## src/rtl/rr_and_pipe_sched_if.sv

```systemverilog
// rtl/rr_and_pipe_sched_if.sv - client-side request/operand and result bundle for rr_and_pipe_sched
interface rr_and_pipe_sched_if #(
  parameter int NREQ = 4,
  parameter int W    = 8,
  parameter int IDW  = 2
);
  logic                en;
  logic [NREQ-1:0]     req;
  logic [NREQ*W-1:0]   a_bus;
  logic [NREQ*W-1:0]   b_bus;
  logic [NREQ-1:0]     gnt;
  logic [W-1:0]        q;
  logic                q_valid;
  logic [IDW-1:0]      q_id;
  logic                busy;
  logic [15:0]         op_cnt;

  modport master (
    output en, req, a_bus, b_bus,
    input  gnt, q, q_valid, q_id, busy, op_cnt
  );

  modport slave (
    input  en, req, a_bus, b_bus,
    output gnt, q, q_valid, q_id, busy, op_cnt
  );
endinterface

```

## src/rtl/rr_and_pipe_sched.sv

```systemverilog
// rtl/rr_and_pipe_sched.sv - round-robin issue into a shared two-stage registered a&b pipeline
module rr_and_pipe_sched #(
  parameter int NREQ = 4,
  parameter int W    = 8,
  parameter int IDW  = 2
) (
  input  logic               clk,
  input  logic               reset,
  rr_and_pipe_sched_if.slave bus
);

  typedef enum logic [1:0] {IDLE, RUN, DRAIN} state_t;

  state_t          state, state_nxt;
  logic [IDW-1:0]  ptr, ptr_nxt, win, idx;
  logic [NREQ-1:0] elig;
  logic            any;
  logic [W-1:0]    s1;
  logic [IDW-1:0]  tag1;
  logic            v1;

  // A requester already holding gnt is masked so a held req cannot issue twice in a row.
  assign elig     = bus.req & ~bus.gnt;
  assign bus.busy = (state != IDLE);

  always_comb begin
    win = '0;
    any = 1'b0;
    idx = '0;
    for (int i = 0; i < NREQ; i++) begin
      idx = IDW'((int'(ptr) + i) % NREQ);
      if (!any && elig[idx]) begin
        win = idx;
        any = 1'b1;
      end
    end
    ptr_nxt = (int'(win) == NREQ - 1) ? '0 : win + 1'b1;
  end

  always_ff @(posedge clk or posedge reset) begin
    if (reset) begin
      bus.gnt     <= '0;
      bus.q       <= '0;
      bus.q_valid <= 1'b0;
      bus.q_id    <= '0;
      bus.op_cnt  <= '0;
      ptr         <= '0;
      s1          <= '0;
      tag1        <= '0;
      v1          <= 1'b0;
    end else if (bus.en) begin
      if (any) begin
        s1      <= bus.a_bus[win*W +: W] & bus.b_bus[win*W +: W];
        tag1    <= win;
        v1      <= 1'b1;
        bus.gnt <= NREQ'(1) << win;
        ptr     <= ptr_nxt;
      end else begin
        v1      <= 1'b0;
        bus.gnt <= '0;
      end
      bus.q       <= s1;
      bus.q_id    <= tag1;
      bus.q_valid <= v1;
      if (v1) bus.op_cnt <= bus.op_cnt + 16'd1;
    end else begin
      // Stall: pipeline contents freeze, only the pulse outputs are cleared.
      bus.gnt     <= '0;
      bus.q_valid <= 1'b0;
    end
  end

  always_ff @(posedge clk or posedge reset) begin
    if (reset) state <= IDLE;
    else       state <= state_nxt;
  end

  always_comb begin
    state_nxt = state;
    if (bus.en) begin
      case (state)
        IDLE:    if (any) state_nxt = RUN;
        RUN: begin
          if (any)     state_nxt = RUN;
          else if (v1) state_nxt = DRAIN;
          else         state_nxt = IDLE;
        end
        DRAIN: begin
          if (any)      state_nxt = RUN;
          else if (!v1) state_nxt = IDLE;
        end
        default: state_nxt = IDLE;
      endcase
    end
  end

endmodule

```

## src/flat_wrapper.sv

```systemverilog
// flat-port wrapper written by rule: the top's interface ports become plain ports
module rr_and_pipe_sched_flat 
#(
  parameter int NREQ = 4,
  parameter int W    = 8,
  parameter int IDW  = 2
)
  (clk, reset, bus_en, bus_req, bus_a_bus, bus_b_bus, bus_gnt, bus_q, bus_q_valid, bus_q_id, bus_busy, bus_op_cnt);
  rr_and_pipe_sched_if #(.NREQ(NREQ), .W(W), .IDW(IDW)) bus_i ();
  input  logic clk;
  input  logic reset;
  input wire logic [$bits(bus_i.en)-1:0] bus_en;
  input wire logic [$bits(bus_i.req)-1:0] bus_req;
  input wire logic [$bits(bus_i.a_bus)-1:0] bus_a_bus;
  input wire logic [$bits(bus_i.b_bus)-1:0] bus_b_bus;
  output wire logic [$bits(bus_i.gnt)-1:0] bus_gnt;
  output wire logic [$bits(bus_i.q)-1:0] bus_q;
  output wire logic [$bits(bus_i.q_valid)-1:0] bus_q_valid;
  output wire logic [$bits(bus_i.q_id)-1:0] bus_q_id;
  output wire logic [$bits(bus_i.busy)-1:0] bus_busy;
  output wire logic [$bits(bus_i.op_cnt)-1:0] bus_op_cnt;
  assign bus_i.en = bus_en;
  assign bus_i.req = bus_req;
  assign bus_i.a_bus = bus_a_bus;
  assign bus_i.b_bus = bus_b_bus;
  assign bus_gnt = bus_i.gnt;
  assign bus_q = bus_i.q;
  assign bus_q_valid = bus_i.q_valid;
  assign bus_q_id = bus_i.q_id;
  assign bus_busy = bus_i.busy;
  assign bus_op_cnt = bus_i.op_cnt;
  rr_and_pipe_sched #(.NREQ(NREQ), .W(W), .IDW(IDW)) u_core (.clk(clk), .reset(reset), .bus(bus_i));
endmodule
```

## config.mk

```make
export PLATFORM = sky130hd
export DESIGN_NAME = rr_and_pipe_sched_flat
export DESIGN_NICKNAME = d
export VERILOG_FILES = /design/src/rtl/rr_and_pipe_sched_if.sv /design/src/rtl/rr_and_pipe_sched.sv /design/src/flat_wrapper.sv
export SDC_FILE = /design/constraint.sdc
export NUM_CORES = 1
export LEC_CHECK = 0
export BUFFER_PORTS_ARGS = -buffer_cell sky130_fd_sc_hd__buf_4
export CAP_MARGIN = 20
export CORE_ASPECT_RATIO = 2
export CORE_MARGIN = 4
export CORE_UTILIZATION = 45
export CTS_BUF_LIST = sky130_fd_sc_hd__clkbuf_8
export CTS_CLUSTER_DIAMETER = 100
export CTS_CLUSTER_SIZE = 40
export DETAILED_ROUTE_END_ITERATION = 8
export PLACE_DENSITY = 0.76
export SKIP_LAST_GASP = 1
export SYNTH_ARGS = -nofsm -noshare
export SYNTH_HDL_FRONTEND = slang
export SYNTH_SLANG_ARGS = --single-unit
```

## constraint.sdc

```tcl
create_clock -name clk -period 3.9 [get_ports clk]
set_clock_uncertainty 0.15 [all_clocks]
set_input_delay 0.78 -clock clk [delete_from_list [all_inputs] [get_ports clk]]
set_output_delay 0.78 -clock clk [all_outputs]
set_load 0.005 [all_outputs]
```

=== Word level (Yosys, flattened, before mapping) ===
Cells that the tools add are included.

* Flip-flop bits (word level): 46
* Input port bits: 71
* Output and inout bits: 32

* Add/subtract/negate cells: 5
* Order comparisons: 4
* Eq/ne operators: 5
* Shift-type cells: 3
* Mux-type cells: 27
* Bitwise operators: 3
* Reduce and logical (&&, ||, !) cells: 11

{| class="wikitable"
|+ Operator list
! operator !! count
|-
| $shiftx A32 B6 Y8 || 2
|-
| $mux W2 || 10
|-
| $add A16 B1 Y16 const B || 1
|-
| $lt A2 B3 Y1 const B || 4
|-
| $mux W1 || 10
|-
| $and A8 B8 Y8 || 1
|-
| $bmux W1 S2 || 4
|-
| $mux W4 || 2
|-
| $pmux W2 S3 || 1
|-
| $add A2 B1 Y2 const B || 2
|-
| $add A2 B2 Y2 const B || 2
|-
| $and A4 B4 Y4 || 1
|-
| $eq A2 B1 Y1 const B || 2
|-
| $not A4 Y4 || 1
|-
| $reduce_and A2 Y1 || 2
|-
| $shl A1 B2 Y4 const A || 1
|-
| $logic_and A1 B1 Y1 || 3
|-
| $logic_not A1 Y1 || 3
|-
| $ne A3 B2 Y1 const B || 1
|-
| $reduce_and A3 Y1 || 1
|-
| $eq A2 B2 Y1 const B || 1
|-
| $logic_not A2 Y1 || 1
|-
| $ne A2 B1 Y1 const B || 1
|-
| $reduce_bool A2 Y1 || 1
|}

=== Longest topological paths before layout ===
* Word-level depth: 17
* Mapped depth: 8
* Gate-level depth less buffers: 7

=== Worst setup path before layout ===
No wires, ideal clock.

* Path kind: input -> register
* Start: input bus_req[0]
* End: register u_core.ptr[1]
* Library setup time: 125 ps
* Data arrival time: 2064 ps
* Data required time: 3625 ps
* Setup slack: 1562 ps
* Cell stages on the path: 7
* Path buffers: 1
* Cells stage by stage: and2b_4 a311oi_2 nand2_2 buf_6 inv_1 ha_1 mux2_2

* Longest elaborated chain between the ends: 15
* Elaborated cells between the ends (all ways): 27

{| class="wikitable"
|+ RTL lines
! what !! line !! source
|-
| start, declared || flat_wrapper.sv:13 || <nowiki>input wire logic [$bits(bus_i.req)-1:0] bus_req;</nowiki>
|-
| $and A4 B4 Y4 * || rr_and_pipe_sched.sv:23 || <nowiki>assign elig = bus.req & ~bus.gnt;</nowiki>
|-
| $bmux W1 S2 || rr_and_pipe_sched.sv:32 || <nowiki>if (!any && elig[idx]) begin</nowiki>
|-
| $mux W1 (implied by the code) || rr_and_pipe_sched.sv:32 ||
|-
| $mux W1 || rr_and_pipe_sched.sv:32 ||
|-
| $logic_not A1 Y1 || rr_and_pipe_sched.sv:32 ||
|-
| $logic_and A1 B1 Y1 || rr_and_pipe_sched.sv:32 ||
|-
| $mux W1 || rr_and_pipe_sched.sv:32 ||
|-
| $logic_not A1 Y1 || rr_and_pipe_sched.sv:32 ||
|-
| $logic_and A1 B1 Y1 || rr_and_pipe_sched.sv:32 ||
|-
| $mux W1 || rr_and_pipe_sched.sv:32 ||
|-
| $logic_not A1 Y1 || rr_and_pipe_sched.sv:32 ||
|-
| $logic_and A1 B1 Y1 || rr_and_pipe_sched.sv:32 ||
|-
| $mux W2 * || rr_and_pipe_sched.sv:32 ||
|-
| $add A2 B1 Y2 / $eq A2 B1 Y1 (equally long branches) || rr_and_pipe_sched.sv:37 || <nowiki>ptr_nxt = (int'(win) == NREQ - 1) ? '0 : win + 1'b1;</nowiki>
|-
| $mux W2 * || rr_and_pipe_sched.sv:37 ||
|-
| named net u_core.ptr_nxt[1] || rr_and_pipe_sched.sv:15 || <nowiki>logic [IDW-1:0] ptr, ptr_nxt, win, idx;</nowiki>
|-
| end signal, assigned || rr_and_pipe_sched.sv:57 || <nowiki>ptr <= ptr_nxt;</nowiki>
|-
| end, declared || rr_and_pipe_sched.sv:15 ||
|}

The timed path passes the listed nets; every way through them passes the cells marked *. The select of a mux whose other input is x is not followed.
A chain may end at the register's enable or synchronous reset.

=== Worst setup path after layout ===
* Start: input bus_req[3]
* End: register u_core.s1[0]

* Longest elaborated chain between the ends: 15
* Elaborated cells between the ends (all ways): 27

{| class="wikitable"
|+ RTL lines
! what !! line !! source
|-
| $and A4 B4 Y4 * || rr_and_pipe_sched.sv:23 ||
|-
| $bmux W1 S2 || rr_and_pipe_sched.sv:32 ||
|-
| $mux W1 (implied by the code) || rr_and_pipe_sched.sv:32 ||
|-
| $mux W1 || rr_and_pipe_sched.sv:32 ||
|-
| $logic_not A1 Y1 || rr_and_pipe_sched.sv:32 ||
|-
| $logic_and A1 B1 Y1 || rr_and_pipe_sched.sv:32 ||
|-
| $mux W1 || rr_and_pipe_sched.sv:32 ||
|-
| $logic_not A1 Y1 || rr_and_pipe_sched.sv:32 ||
|-
| $logic_and A1 B1 Y1 || rr_and_pipe_sched.sv:32 ||
|-
| $mux W1 || rr_and_pipe_sched.sv:32 ||
|-
| $logic_not A1 Y1 || rr_and_pipe_sched.sv:32 ||
|-
| $logic_and A1 B1 Y1 || rr_and_pipe_sched.sv:32 ||
|-
| $mux W2 || rr_and_pipe_sched.sv:32 ||
|-
| $shiftx A32 B6 Y8 || rr_and_pipe_sched.sv:53 || <nowiki>s1 <= bus.a_bus[win*W +: W] & bus.b_bus[win*W +: W];</nowiki>
|-
| $and A8 B8 Y8 || rr_and_pipe_sched.sv:53 ||
|-
| end signal, assigned || rr_and_pipe_sched.sv:53 ||
|-
| end, declared || rr_and_pipe_sched.sv:18 || <nowiki>logic [W-1:0] s1;</nowiki>
|}

Mark *: on every way between the ends. The rest lies on a longest branch, timed or not. The select of a mux whose other input is x is not followed.

==> reports/metrics.yaml <==
seq_area_frac_synth: 0.483
tritoncts: "built"
cp.required_ns: 3.97
max_freq_mhz: 397
grt_pass1_wl_um: 9210
syn_area_per_cell_um2: 11.1
start_util: 0.464
setup_viol: 0
status: "completed"
clock_path_buffers: 2
final_max_slew_viol_count: 0
mostFrequentLayoutCells: "buf_4, nand2_1, dfrtp_1"
dp_hpwl_um: 4450
track_usage: 0.178
clkLatencyLatePin_ns: 0.29
via_per_inst: 5.23
holdWs_ns: 0.259
powerDensity_nw_per_um2: 540
arrival_ns: 2.59
dp_slack_ns: 1.07
htreeDepth: 2
netlist_area_um2: 2380
setup_slack_ns: 1.38
nets: 390
path_cells: "buf_4 -> nor2b_2 -> o21ai_1 -> a21oi_2 -> mux4_2 -> o21ai_2"
drtAntennaViolNets: 0
synth_nets: 287
synth-main-ff-cell: "dfrtp_1"
yosysWarnings: 0
leakagePower_nw: 1.62
wire_per_inst_um: 14.5
async_flop_share: 1.00
end_kind: "flip-flop"
worst_pin_slew_ns: 0.762
critical_path_buf_inv_count: 1
clock_sinks: 46
io_pins: 103
die_h_um: 111
firstDrtPassIters: 4
area_growth_pct: 37.7
rows: 37
cts.root.buffer_cell: "clkbuf_8"
slew_headroom: 0.492
gp_congestion: 0.826
grt_pass1_vias: 2090
tns_ns: 0
startpoint_type: "primary input"
drive_gt1_frac: 0.484
post_cts_resized: 0
report.final.hold_viol_count: 0
antenna_found_initial: 0
crit_family: "compound AO/OA/AOI/OAI gates"
drt_iter0_markers: 60
postCtsHoldBufs: 0
drv_cap: 0
hold_class: "in -> async"
fp.dieW_um: 59.5
fin_crit_sh: 0.646
slowest_delay_ns: 0.62
cts_inserted_buffers: 5
cp_slowest_cell: "a21oi_2"
grt-ovfl-total: 0
num_vias: 1966
worst-path-max-fanout: 11
drc_errors: 0
fp.dieArea_um2: 6600
drt-total-wl_um: 5460
reg2reg_slack_ns: 1.55
crit_type: "in -> reg"
grt_max_degree: 47
irDropWorstVdd_uv: 383
layout_commonest_cell: "buf_4"
cts_setup_buffers: 0
synth_cell_types: 48
rsz0062_at_grt: "false"
clk_pin_slew_ns: 0.08
antennaDiodeCount: 0
ys_ff_latch: 46
synth_edf_count: 0
portBuffers: 102
synthCells: 214
period_minus_slack_ns: 2.52
fp.coreArea_um2: 5140
worst paths after layout:
path	from	to	cells past startpoint
worst max-delay path	bus_req[3]	u_core.s1[0]	6
worst min-delay path	reset	u_core.bus.op_cnt[15]	2
worst max register to register	u_core.bus.gnt[3]	u_core.s1[0]	5
worst min register to register	u_core.bus.op_cnt[15]	u_core.bus.op_cnt[15]	1
max in group asynchronous	reset	u_core.ptr[0]	3
min in group clk	u_core.bus.op_cnt[15]	u_core.bus.op_cnt[15]	1
metal layers:
layer,vias up,wire length [µm],track usage
li1,947,-,-
met1,916,1900,0.200
met2,90,3090,0.320
met3,13,352,0.0315
met4,0,117,0.0620
met5,-,0,0
power by group:
part           switching (mW)  total (mW)  internal, mW
Combinational           0.279       0.662         0.384
Clock                   0.156       0.344         0.189
Sequential              0.136       0.765         0.629
state kept, by name, summed over array words and instances (netlist names):
name	count
u_core.bus.gnt	4
u_core.bus.q_valid	1
u_core.bus.q_id	2
u_core.s1	8
u_core.bus.op_cnt	16
u_core.tag1	2
u_core.state	2
u_core.ptr	2
u_core.v1	1
u_core.bus.q	8
through the flow:
step / util / area (µm²) / instances / power [mW]
floorplan: - / 2380 / 214 / 1.17
global placement: 0.614 / 3150 / 367 / 1.42
detailed placement: 0.614 / 3150 / 367 / 1.45
CTS: 0.635 / 3260 / 375 / 1.79
global route: 0.639 / 3280 / 376 / 1.89
finish: 0.639 / 3280 / 376 / 1.77
layout make-up:
class / instances / area, µm²
Clock inverter: 3 / 40.0
Inverter: 7 / 26.3
Clock buffer: 5 / 68.8
Timing Repair Buffer: 103 / 786
Tap cell: 58 / 72.6
Fill cell: 423 / 1860
Multi-Input combinational cell: 154 / 1140
Sequential cell: 46 / 1150
synth_stat cells, drive strengths merged, types with 4 or more instances:
cell type	instances	area (µm²)
o21ai	14	96.3
nor2b	4	37.5
xnor2	11	96.3
buf	6	65.1
nand2	48	190
nand4	7	50.1
inv	7	26.3
mux2	14	158
xor2	4	35.0
nand3	4	20.0
a21oi	4	23.8
dfrtp	46	1150
nor2	8	30.0
mux4	7	158
cells by family after synthesis:
logic type	synth area share
AO/OA/AOI/OAI	0.0856
XOR/XNOR	0.0551
adder cells (fa/ha/maj)	0.0105
buffers and inverters	0.0399
flip-flops	0.483
multiplexers	0.132
AND/OR/NAND/NOR	0.194
No activity file was read; power rests on OpenSTA's default activity.
